<file path="src/rtl/spart_rx_if.sv">
// Processor-side read port of the SPART receive FIFO.
// Handshake: o_rda is the valid; the read strobe (i_iocs & i_iorw) is the ready, and the head
// entry leaves the FIFO on a clk edge where both are high. A strobe with o_rda low does nothing.
interface spart_rx_if #(
    parameter int DATA_BITS  = 8,
    parameter int FIFO_DEPTH = 4
);
    localparam int CW = $clog2(FIFO_DEPTH + 1);

    logic                 i_iocs;
    logic                 i_iorw;
    logic                 o_rda;
    logic [DATA_BITS-1:0] o_data;
    logic                 o_parity_err;
    logic                 o_frame_err;
    logic                 o_overrun;
    logic [CW-1:0]        o_count;

    modport master (
        output i_iocs, i_iorw,
        input  o_rda, o_data, o_parity_err, o_frame_err, o_overrun, o_count
    );

    modport slave (
        input  i_iocs, i_iorw,
        output o_rda, o_data, o_parity_err, o_frame_err, o_overrun, o_count
    );
endinterface

</file>
<file path="src/rtl/spart_rx_fifo.sv">
// Oversampled serial receiver with start-glitch rejection, parity/framing checks and a small
// receive FIFO with a sticky overrun flag. dbg_state exposes the receiver FSM state.
module spart_rx_fifo #(
    parameter int DATA_BITS  = 8,
    parameter int OVERSAMPLE = 16,
    parameter int PARITY_EN  = 0,
    parameter int PARITY_ODD = 0,
    parameter int FIFO_DEPTH = 4
) (
    input  logic            clk,
    input  logic            rst,
    input  logic            i_b_en,
    input  logic            i_rx,
    spart_rx_if.slave       bus,
    output logic [2:0]      dbg_state
);
    typedef enum logic [2:0] {
        S_IDLE   = 3'd0,
        S_START  = 3'd1,
        S_DATA   = 3'd2,
        S_PARITY = 3'd3,
        S_STOP   = 3'd4
    } state_t;

    localparam int TW = $clog2(OVERSAMPLE);
    localparam int BW = $clog2(DATA_BITS + 1);
    localparam int PW = $clog2(FIFO_DEPTH);
    localparam int CW = $clog2(FIFO_DEPTH + 1);
    localparam int EW = DATA_BITS + 2;
    localparam logic [TW-1:0] HALF_LAST = TW'(OVERSAMPLE / 2 - 1);
    localparam logic [TW-1:0] FULL_LAST = TW'(OVERSAMPLE - 1);
    localparam logic [BW-1:0] LAST_BIT  = BW'(DATA_BITS - 1);
    localparam logic          PAR_ON    = (PARITY_EN != 0);
    localparam logic          PAR_ODD   = (PARITY_ODD != 0);

    state_t               state, state_nx;
    logic                 rx_s1, rx_s2, rx_prev;
    logic [TW-1:0]        tick_cnt;
    logic [BW-1:0]        bit_cnt;
    logic [DATA_BITS-1:0] shreg;
    logic                 perr_q;
    logic                 tick_done, sample, shift_en, par_en, push_req;

    always_ff @(posedge clk or posedge rst) begin
        if (rst) begin
            rx_s1 <= 1'b1;
            rx_s2 <= 1'b1;
        end else begin
            rx_s1 <= i_rx;
            rx_s2 <= rx_s1;
        end
    end

    // START waits half a bit to land mid-bit; every later state waits a full bit.
    assign tick_done = (state == S_START) ? (tick_cnt == HALF_LAST) : (tick_cnt == FULL_LAST);

    always_ff @(posedge clk or posedge rst) begin
        if (rst) state <= S_IDLE;
        else     state <= state_nx;
    end

    always_comb begin
        state_nx = state;
        if (i_b_en) begin
            case (state)
                S_IDLE:   if (rx_prev && !rx_s2) state_nx = S_START;
                S_START:  if (tick_done) state_nx = rx_s2 ? S_IDLE : S_DATA;
                S_DATA:   if (tick_done && bit_cnt == LAST_BIT)
                              state_nx = PAR_ON ? S_PARITY : S_STOP;
                S_PARITY: if (tick_done) state_nx = S_STOP;
                S_STOP:   if (tick_done) state_nx = S_IDLE;
                default:  state_nx = S_IDLE;
            endcase
        end
    end

    always_comb begin
        sample   = i_b_en && tick_done && (state != S_IDLE);
        shift_en = sample && (state == S_DATA);
        par_en   = sample && (state == S_PARITY);
        push_req = sample && (state == S_STOP);
    end

    assign dbg_state = state;

    always_ff @(posedge clk or posedge rst) begin
        if (rst) begin
            rx_prev  <= 1'b1;
            tick_cnt <= '0;
            bit_cnt  <= '0;
            shreg    <= '0;
            perr_q   <= 1'b0;
        end else if (i_b_en) begin
            rx_prev <= rx_s2;
            if (state == S_IDLE) begin
                tick_cnt <= '0;
                bit_cnt  <= '0;
                perr_q   <= 1'b0;
            end else begin
                tick_cnt <= tick_done ? '0 : tick_cnt + TW'(1);
            end
            // LSB arrives first, so shifting in from the top leaves bit k at position k.
            if (shift_en) begin
                shreg   <= {rx_s2, shreg[DATA_BITS-1:1]};
                bit_cnt <= bit_cnt + BW'(1);
            end
            if (par_en) perr_q <= (((^shreg) ^ rx_s2) != PAR_ODD);
        end
    end

    logic [EW-1:0] mem [FIFO_DEPTH];
    logic [EW-1:0] last_q, head, push_entry;
    logic [PW-1:0] wr_ptr, rd_ptr;
    logic [CW-1:0] count;
    logic          overrun, pop, full, wr_en;

    assign push_entry = {shreg, perr_q & PAR_ON, ~rx_s2};
    assign pop        = bus.i_iocs && bus.i_iorw && (count != '0);
    assign full       = (count == CW'(FIFO_DEPTH));
    // A full FIFO still accepts a frame when a pop lands on the same edge.
    assign wr_en      = push_req && (!full || pop);

    always_ff @(posedge clk) begin
        if (wr_en) mem[wr_ptr] <= push_entry;
    end

    always_ff @(posedge clk or posedge rst) begin
        if (rst) begin
            wr_ptr  <= '0;
            rd_ptr  <= '0;
            count   <= '0;
            overrun <= 1'b0;
            last_q  <= '0;
        end else begin
            if (wr_en) wr_ptr <= wr_ptr + PW'(1);
            if (pop) begin
                rd_ptr <= rd_ptr + PW'(1);
                last_q <= mem[rd_ptr];
            end
            count <= count + CW'(wr_en) - CW'(pop);
            if (pop)                   overrun <= 1'b0;
            else if (push_req && full) overrun <= 1'b1;
        end
    end

    // When empty the outputs keep showing the entry most recently popped.
    assign head             = (count != '0) ? mem[rd_ptr] : last_q;
    assign bus.o_rda        = (count != '0);
    assign bus.o_data       = head[EW-1:2];
    assign bus.o_parity_err = head[1];
    assign bus.o_frame_err  = head[0];
    assign bus.o_overrun    = overrun;
    assign bus.o_count      = count;
endmodule
</file>
<file path="src/flat_wrapper.sv">
// flat-port wrapper written by rule: the top's interface ports become plain ports
module spart_rx_fifo_flat 
#(
    parameter int DATA_BITS  = 8,
    parameter int OVERSAMPLE = 16,
    parameter int PARITY_EN  = 0,
    parameter int PARITY_ODD = 0,
    parameter int FIFO_DEPTH = 4
)
  (clk, rst, i_b_en, i_rx, dbg_state, bus_i_iocs, bus_i_iorw, bus_o_rda, bus_o_data, bus_o_parity_err, bus_o_frame_err, bus_o_overrun, bus_o_count);
  spart_rx_if #(.DATA_BITS(DATA_BITS), .FIFO_DEPTH(FIFO_DEPTH)) bus_i ();
  input  logic clk;
  input  logic rst;
  input  logic i_b_en;
  input  logic i_rx;
  output logic [2:0] dbg_state;
  input wire logic [$bits(bus_i.i_iocs)-1:0] bus_i_iocs;
  input wire logic [$bits(bus_i.i_iorw)-1:0] bus_i_iorw;
  output wire logic [$bits(bus_i.o_rda)-1:0] bus_o_rda;
  output wire logic [$bits(bus_i.o_data)-1:0] bus_o_data;
  output wire logic [$bits(bus_i.o_parity_err)-1:0] bus_o_parity_err;
  output wire logic [$bits(bus_i.o_frame_err)-1:0] bus_o_frame_err;
  output wire logic [$bits(bus_i.o_overrun)-1:0] bus_o_overrun;
  output wire logic [$bits(bus_i.o_count)-1:0] bus_o_count;
  assign bus_i.i_iocs = bus_i_iocs;
  assign bus_i.i_iorw = bus_i_iorw;
  assign bus_o_rda = bus_i.o_rda;
  assign bus_o_data = bus_i.o_data;
  assign bus_o_parity_err = bus_i.o_parity_err;
  assign bus_o_frame_err = bus_i.o_frame_err;
  assign bus_o_overrun = bus_i.o_overrun;
  assign bus_o_count = bus_i.o_count;
  spart_rx_fifo #(.DATA_BITS(DATA_BITS), .OVERSAMPLE(OVERSAMPLE), .PARITY_EN(PARITY_EN), .PARITY_ODD(PARITY_ODD), .FIFO_DEPTH(FIFO_DEPTH)) u_core (.clk(clk), .rst(rst), .i_b_en(i_b_en), .i_rx(i_rx), .bus(bus_i), .dbg_state(dbg_state));
endmodule
</file>
<file path="config.mk">
export PLATFORM = sky130hd
export DESIGN_NAME = spart_rx_fifo_flat
export DESIGN_NICKNAME = d
export VERILOG_FILES = /design/src/rtl/spart_rx_if.sv /design/src/rtl/spart_rx_fifo.sv /design/src/flat_wrapper.sv
export SDC_FILE = /design/constraint.sdc
export NUM_CORES = 1
export LEC_CHECK = 0
export CAP_MARGIN = 20
export CORE_MARGIN = 5
export CORE_UTILIZATION = 60
export CTS_CLUSTER_DIAMETER = 60
export DETAILED_ROUTE_END_ITERATION = 10
export PLACE_DENSITY_LB_ADDON = 0.08
export SYNTH_ARGS = -nofsm -noshare
export SYNTH_HDL_FRONTEND = slang
export SYNTH_SLANG_ARGS = --single-unit
</file>
<file path="constraint.sdc">
create_clock -name clk -period 7.27 [get_ports clk]
set_input_delay 1.454 -clock clk [delete_from_list [all_inputs] [get_ports clk]]
set_output_delay 1.454 -clock clk [all_outputs]
set_load 0.005 [all_outputs]
</file>
Word level (Yosys, flattened, before mapping). Memories as Yosys holds them, arrays and structs flattened. Index checks and enable logic that the tools add are counted.

Register bits: 40. Latch bits: 0. Bits in writable memories: 36. ROM bits: 0. Word-level logic and storage cells: 71. Memories kept: 1.

$add $sub $neg: 6. Multipliers: 0. Divide/modulo/power cells: 0. $lt $le $gt $ge: 0. Eq/ne operators: 13. Shift operators: 0. Multiplexer cells: 17. Bitwise operators: 1. Reduce and logical (&&, ||, !) cells: 21.

Memories: u_core.mem (depth 4, bits a word 9, read ports 1, clocked after memory_dff 0, wr ports 1, line spart_rx_fifo.sv:111) `logic [EW-1:0] mem [FIFO_DEPTH];`.

Operator list (number): $mux W4 (4); $mux W3 (5); $pmux W3 S5 (1); $logic_and A1 B1 Y1 (10); $mux W10 (1); $ne A2 B1 Y1 const B (5); $add A4 B1 Y4 const B (2); $eq A4 B3 Y1 const B (2); $eq A3 B2 Y1 const B (2); $eq A3 B3 Y1 const B (2); $reduce_and A6 Y1 (1); $reduce_bool A3 Y1 (2); $mux W1 (5); $add A2 B1 Y2 const B (2); $eq A4 B4 Y1 const B (1); $reduce_and A2 Y1 (2); $reduce_bool A2 Y1 (2); $add A3 B1 Y3 (1); $eq A3 B1 Y1 const B (1); $logic_not A3 Y1 (1); $sub A3 B1 Y3 (1); $logic_not A1 Y1 (2); $mux W2 (1); $logic_or A1 B1 Y1 (1); $not A1 Y1 (1).

Longest topological paths before layout.
Word-level depth: 8. Mapped depth: 11.

Worst setup path before layout. No wires, ideal clock.

Path kind: input to register. Start: in bus_i_iocs. End: reg u_core.count[2] (netlist: u_core.bus.o_count[2]). Data arrival time: 3016 ps. Setup slack: 4130 ps. Cell stages on the path: 10. Path buffers: 1. Path through: nand3_1 inv_1 clkbuf_1 ha_1 inv_1 ha_1 inv_1 fa_1 xnor2_1 xnor2_1.

Cells in the longest elaborated chain, start to end: 6.

RTL lines: start: declaration (line flat_wrapper.sv:17) `input wire logic [$bits(bus_i.i_iocs)-1:0] bus_i_iocs;`; $logic_and A1 B1 Y1 (*) (2 in series) (line spart_rx_fifo.sv:118) `assign pop = bus.i_iocs && bus.i_iorw && (count != '0);`; via u_core.pop (line spart_rx_fifo.sv:115) `logic overrun, pop, full, wr_en;`; $logic_or A1 B1 Y1 (line spart_rx_fifo.sv:121) `assign wr_en = push_req && (!full || pop);`; $logic_and A1 B1 Y1 (line spart_rx_fifo.sv:121); $add A3 B1 Y3 (line spart_rx_fifo.sv:140) `count <= count + CW'(wr_en) - CW'(pop);`; $sub A3 B1 Y3 (*) (line spart_rx_fifo.sv:140); end signal: assignment (line spart_rx_fifo.sv:140); end: declaration (line spart_rx_fifo.sv:114) `logic [CW-1:0] count;`.

The timed path passes the listed nets; every way through them passes the cells marked *. A chain may end at the register's enable or synchronous reset.

Final worst setup path.
Start: reg u_core.rd_ptr[0]. End: out bus_o_data[3].

Cells in the longest elaborated chain, start to end: 2.

RTL lines: start: declaration (line spart_rx_fifo.sv:113) `logic [PW-1:0] wr_ptr, rd_ptr;`; start signal: assignment (line spart_rx_fifo.sv:137) `rd_ptr <= rd_ptr + PW'(1);`; $mem_v2 Z4 W9; $mux W10 (line spart_rx_fifo.sv:147) `assign head = (count != '0) ? mem[rd_ptr] : last_q;`; end: declaration (line flat_wrapper.sv:20) `output wire logic [$bits(bus_i.o_data)-1:0] bus_o_data;`.

No other way between the ends.

==> qor.yml <==
finalSetupViolCount: 0
htreeDepth: 3
seq_area_sq_mm: 0.00206
syn-num-nets: 250
vias: 1843
period_minus_slack_ns: 3.90
num_antenna_cells: 0
r2r_cells: 10
mappedNetlistArea_sq_mm: 0.00325
worst_slew_pin_slew_ns: 0.625
cts.sinks: 75
layout-drive-gt1-share_pct: 19.5
cts_resized: 0
postCtsHoldBufs: 0
cts_buffers: 9
synthToLayoutAreaGrowth_pct: 13.5
antenna_left: 0
cts_tree: "built"
crit_required_ns: 5.82
grt_antenna_before_repair: 0
clk_latency_ns: 0.34
multiInputGateArea_sq_mm: 0.00109
rows: 26
synthCells: 235
fin_nets: 272
synth_edf_count: 36
layout_common_cells: "39 x nand2_1, 36 x dfrtp_1, 36 x edfxtp_1"
dieArea_sq_mm: 0.00698
yosysSeqAreaShare_pct: 63.5
cp.arrival_ns: 2.44
grtUsageTotal_pct: 17.0
power_density_mw_per_mm2: 340
holdPathStages: 0
gp_congestion: 0.773
cts_root_buf: "clkbuf_8"
hold_path_class: "reg -> reg"
grt_remaining_overflow: 0
grt_pass1_vias: 1832
setup.worst_path.end: "bus_o_data[3]"
maxCapViolCount: 0
drc: 0
wl_microns: 5380
status: "completed"
start_util_pct: 62.8
clk_pin_slew_worst_paths_ns: 0.07
setup_tns_ns: 0
crit_slowest_cell: "dfrtp_1"
period_share_pct: 53.6
setup.worst_path.end_class: "output port"
die_w_microns: 83.6
io_buffers: 22
dr.pass1.iters: 4
drv_slew: 0
ir_drop_mv: 0.161
grt_pass1_wl_microns: 9250
drt_iter0_drc: 224
crit_path_cell_trace: "mux4_2 > mux2_2 > clkdlybuf4s50_1"
design_area_sq_mm: 0.00368
cp-start-kind: "flop"
relSlewSlack_pct: 58.3
dp_hpwl_microns: 3550
cp-startpoint: "u_core.rd_ptr[0]"
ys_warn_count: 0
hold_viol_final: 0
async_reset_ff_share_pct: 52.0
postCtsSetupRepairBufs: 0
syn_area_per_cell_sq_um: 13.8
rsz0062_at_grt: "false"
place_area_sq_mm: 0.00350
path_class: "reg -> out"
rr_endpoint: "u_core.bus.o_count[2]"
reg2reg_slack_ns: 4.24
fill_cells: 344
critPathMaxStageDelay_ns: 0.75
p_leak_nw: 1.50
synth_cell_type_count: 40
coreArea_sq_mm: 0.00517
ys.flop_type: "edfxtp_1"
synth_seq_cells: 75
layout_commonest_cell: "nand2_1"
clock.fmax_mhz: 257
die_h_microns: 83.6
clock_skew_ns: 0.00859
vias_per_cell: 5.55
avgRoutedWirePerCell_microns: 16.2
r2r_start: "u_core.bus.o_count[1]"
io_pins: 24
crit_fanout: 11
cts_buffer_depth: 2
grt_max_degree: 40
## power by group
| part | internal [W] | switching [W] | total, W | leakage, nW |
|---|---|---|---|---|
| clock network | 0.000134 | 0.000151 | 0.000285 | 0.0895 |
| logic | 0.000233 | 0.000140 | 0.000374 | 0.585 |
| registers | 0.000504 | 0.0000903 | 0.000595 | 0.829 |
| total | 0.000872 | 0.000381 | 0.00125 | 1.50 |
## cell type report
type	count	share of cell area (%)
Inverter	10	1.02
Multi-Input combinational cell	138	29.6
Clock buffer	11	3.84
Tap cell	70	2.38
Clock inverter	5	1.05
Timing Repair Buffer	23	6.18
Sequential cell	75	55.9
## registers in the layout (all words and copies together), names as in the netlist
register and cells:
u_core.bit_cnt 4, u_core.bus.o_count 3, u_core.bus.o_overrun 1, u_core.dbg_state 3, u_core.last_q 9, u_core.mem 36, u_core.rd_ptr 2, u_core.rx_prev 1
u_core.rx_s1 1, u_core.rx_s2 1, u_core.shreg 8, u_core.tick_cnt 4, u_core.wr_ptr 2
## worst min-delay path by stage
stage | from | endpoint
floorplan | u_core.rx_s1 | u_core.rx_s2
global placement | u_core.rx_s1 | u_core.rx_s2
detailed placement | u_core.rx_s1 | u_core.rx_s2
CTS | u_core.rx_s1 | u_core.rx_s2
global route | u_core.rx_s1 | u_core.rx_s2
finish | u_core.rx_s1 | u_core.rx_s2
## worst max-delay path, delay by kind of cell, from the launching register on
| family | cells | cell delay, ns |
|---|---|---|
| buf+inv | 1 | 0.44 |
| flops | 1 | 0.75 |
| mux | 2 | 0.91 |
## synth_stat cells, types with 2 or more instances
cell / instances / area share [%]
nand2_1: 39 / 4.5
dfrtp_1: 36 / 28
edfxtp_1: 36 / 33
mux2_2: 20 / 6.9
inv_1: 10 / 1.2
mux4_2: 9 / 6.2
o21ai_0: 9 / 1.4
ha_1: 8 / 3.1
nand3_1: 6 / 0.92
xnor2_1: 6 / 1.6
clkbuf_1: 5 / 0.58
nor2_1: 5 / 0.58
a22o_1: 4 / 1.1
and2_1: 4 / 0.77
buf_2: 4 / 0.62
a21oi_1: 3 / 0.46
dfstp_2: 3 / 2.4
nor3_1: 3 / 0.46
o2bb2ai_1: 3 / 0.81
buf_4: 2 / 0.46
## metrics by stage
step / hold slack (ns) / worst slack, ns / utilization [%] / cells / total power [W]
after global routing: 0.354 / 3.20 / 71.2 / 332 / 0.00134
final: 0.354 / 3.37 / 71.2 / 332 / 0.00125
after floorplan: 0.345 / 4.13 / - / 235 / 0.000824
after CTS: 0.356 / 3.30 / 71.2 / 332 / 0.00127
after detailed placement: 0.349 / 3.29 / 67.8 / 316 / 0.000978
after global placement: 0.348 / 3.35 / 67.8 / 316 / 0.000967
## metal layers
layer | wire length (microns) | up-vias | track usage, % | share of wire (%)
li1 | - | 889 | - | -
met3 | 309 | 7 | 4.84 | 5.7
met2 | 2360 | 49 | 23.7 | 44
met4 | 76 | 0 | 7.02 | 1.4
met1 | 2640 | 898 | 25.0 | 49
met5 | 0 | - | 0 | 0
## logic make-up after synthesis
kind of cell / after synthesis / share of synthesized area [%]
flip-flops: 75 / 63.5
AND/OR/NAND/NOR: 68 / 9.63
multiplexers: 30 / 13.5
AO/OA/AOI/OAI: 24 / 5.05
buffers and inverters: 22 / 2.93
adder cells (fa/ha/maj): 9 / 3.70
XOR/XNOR: 6 / 1.62
other: 1 / 0.115
Power figures use the tool's default switching activity.
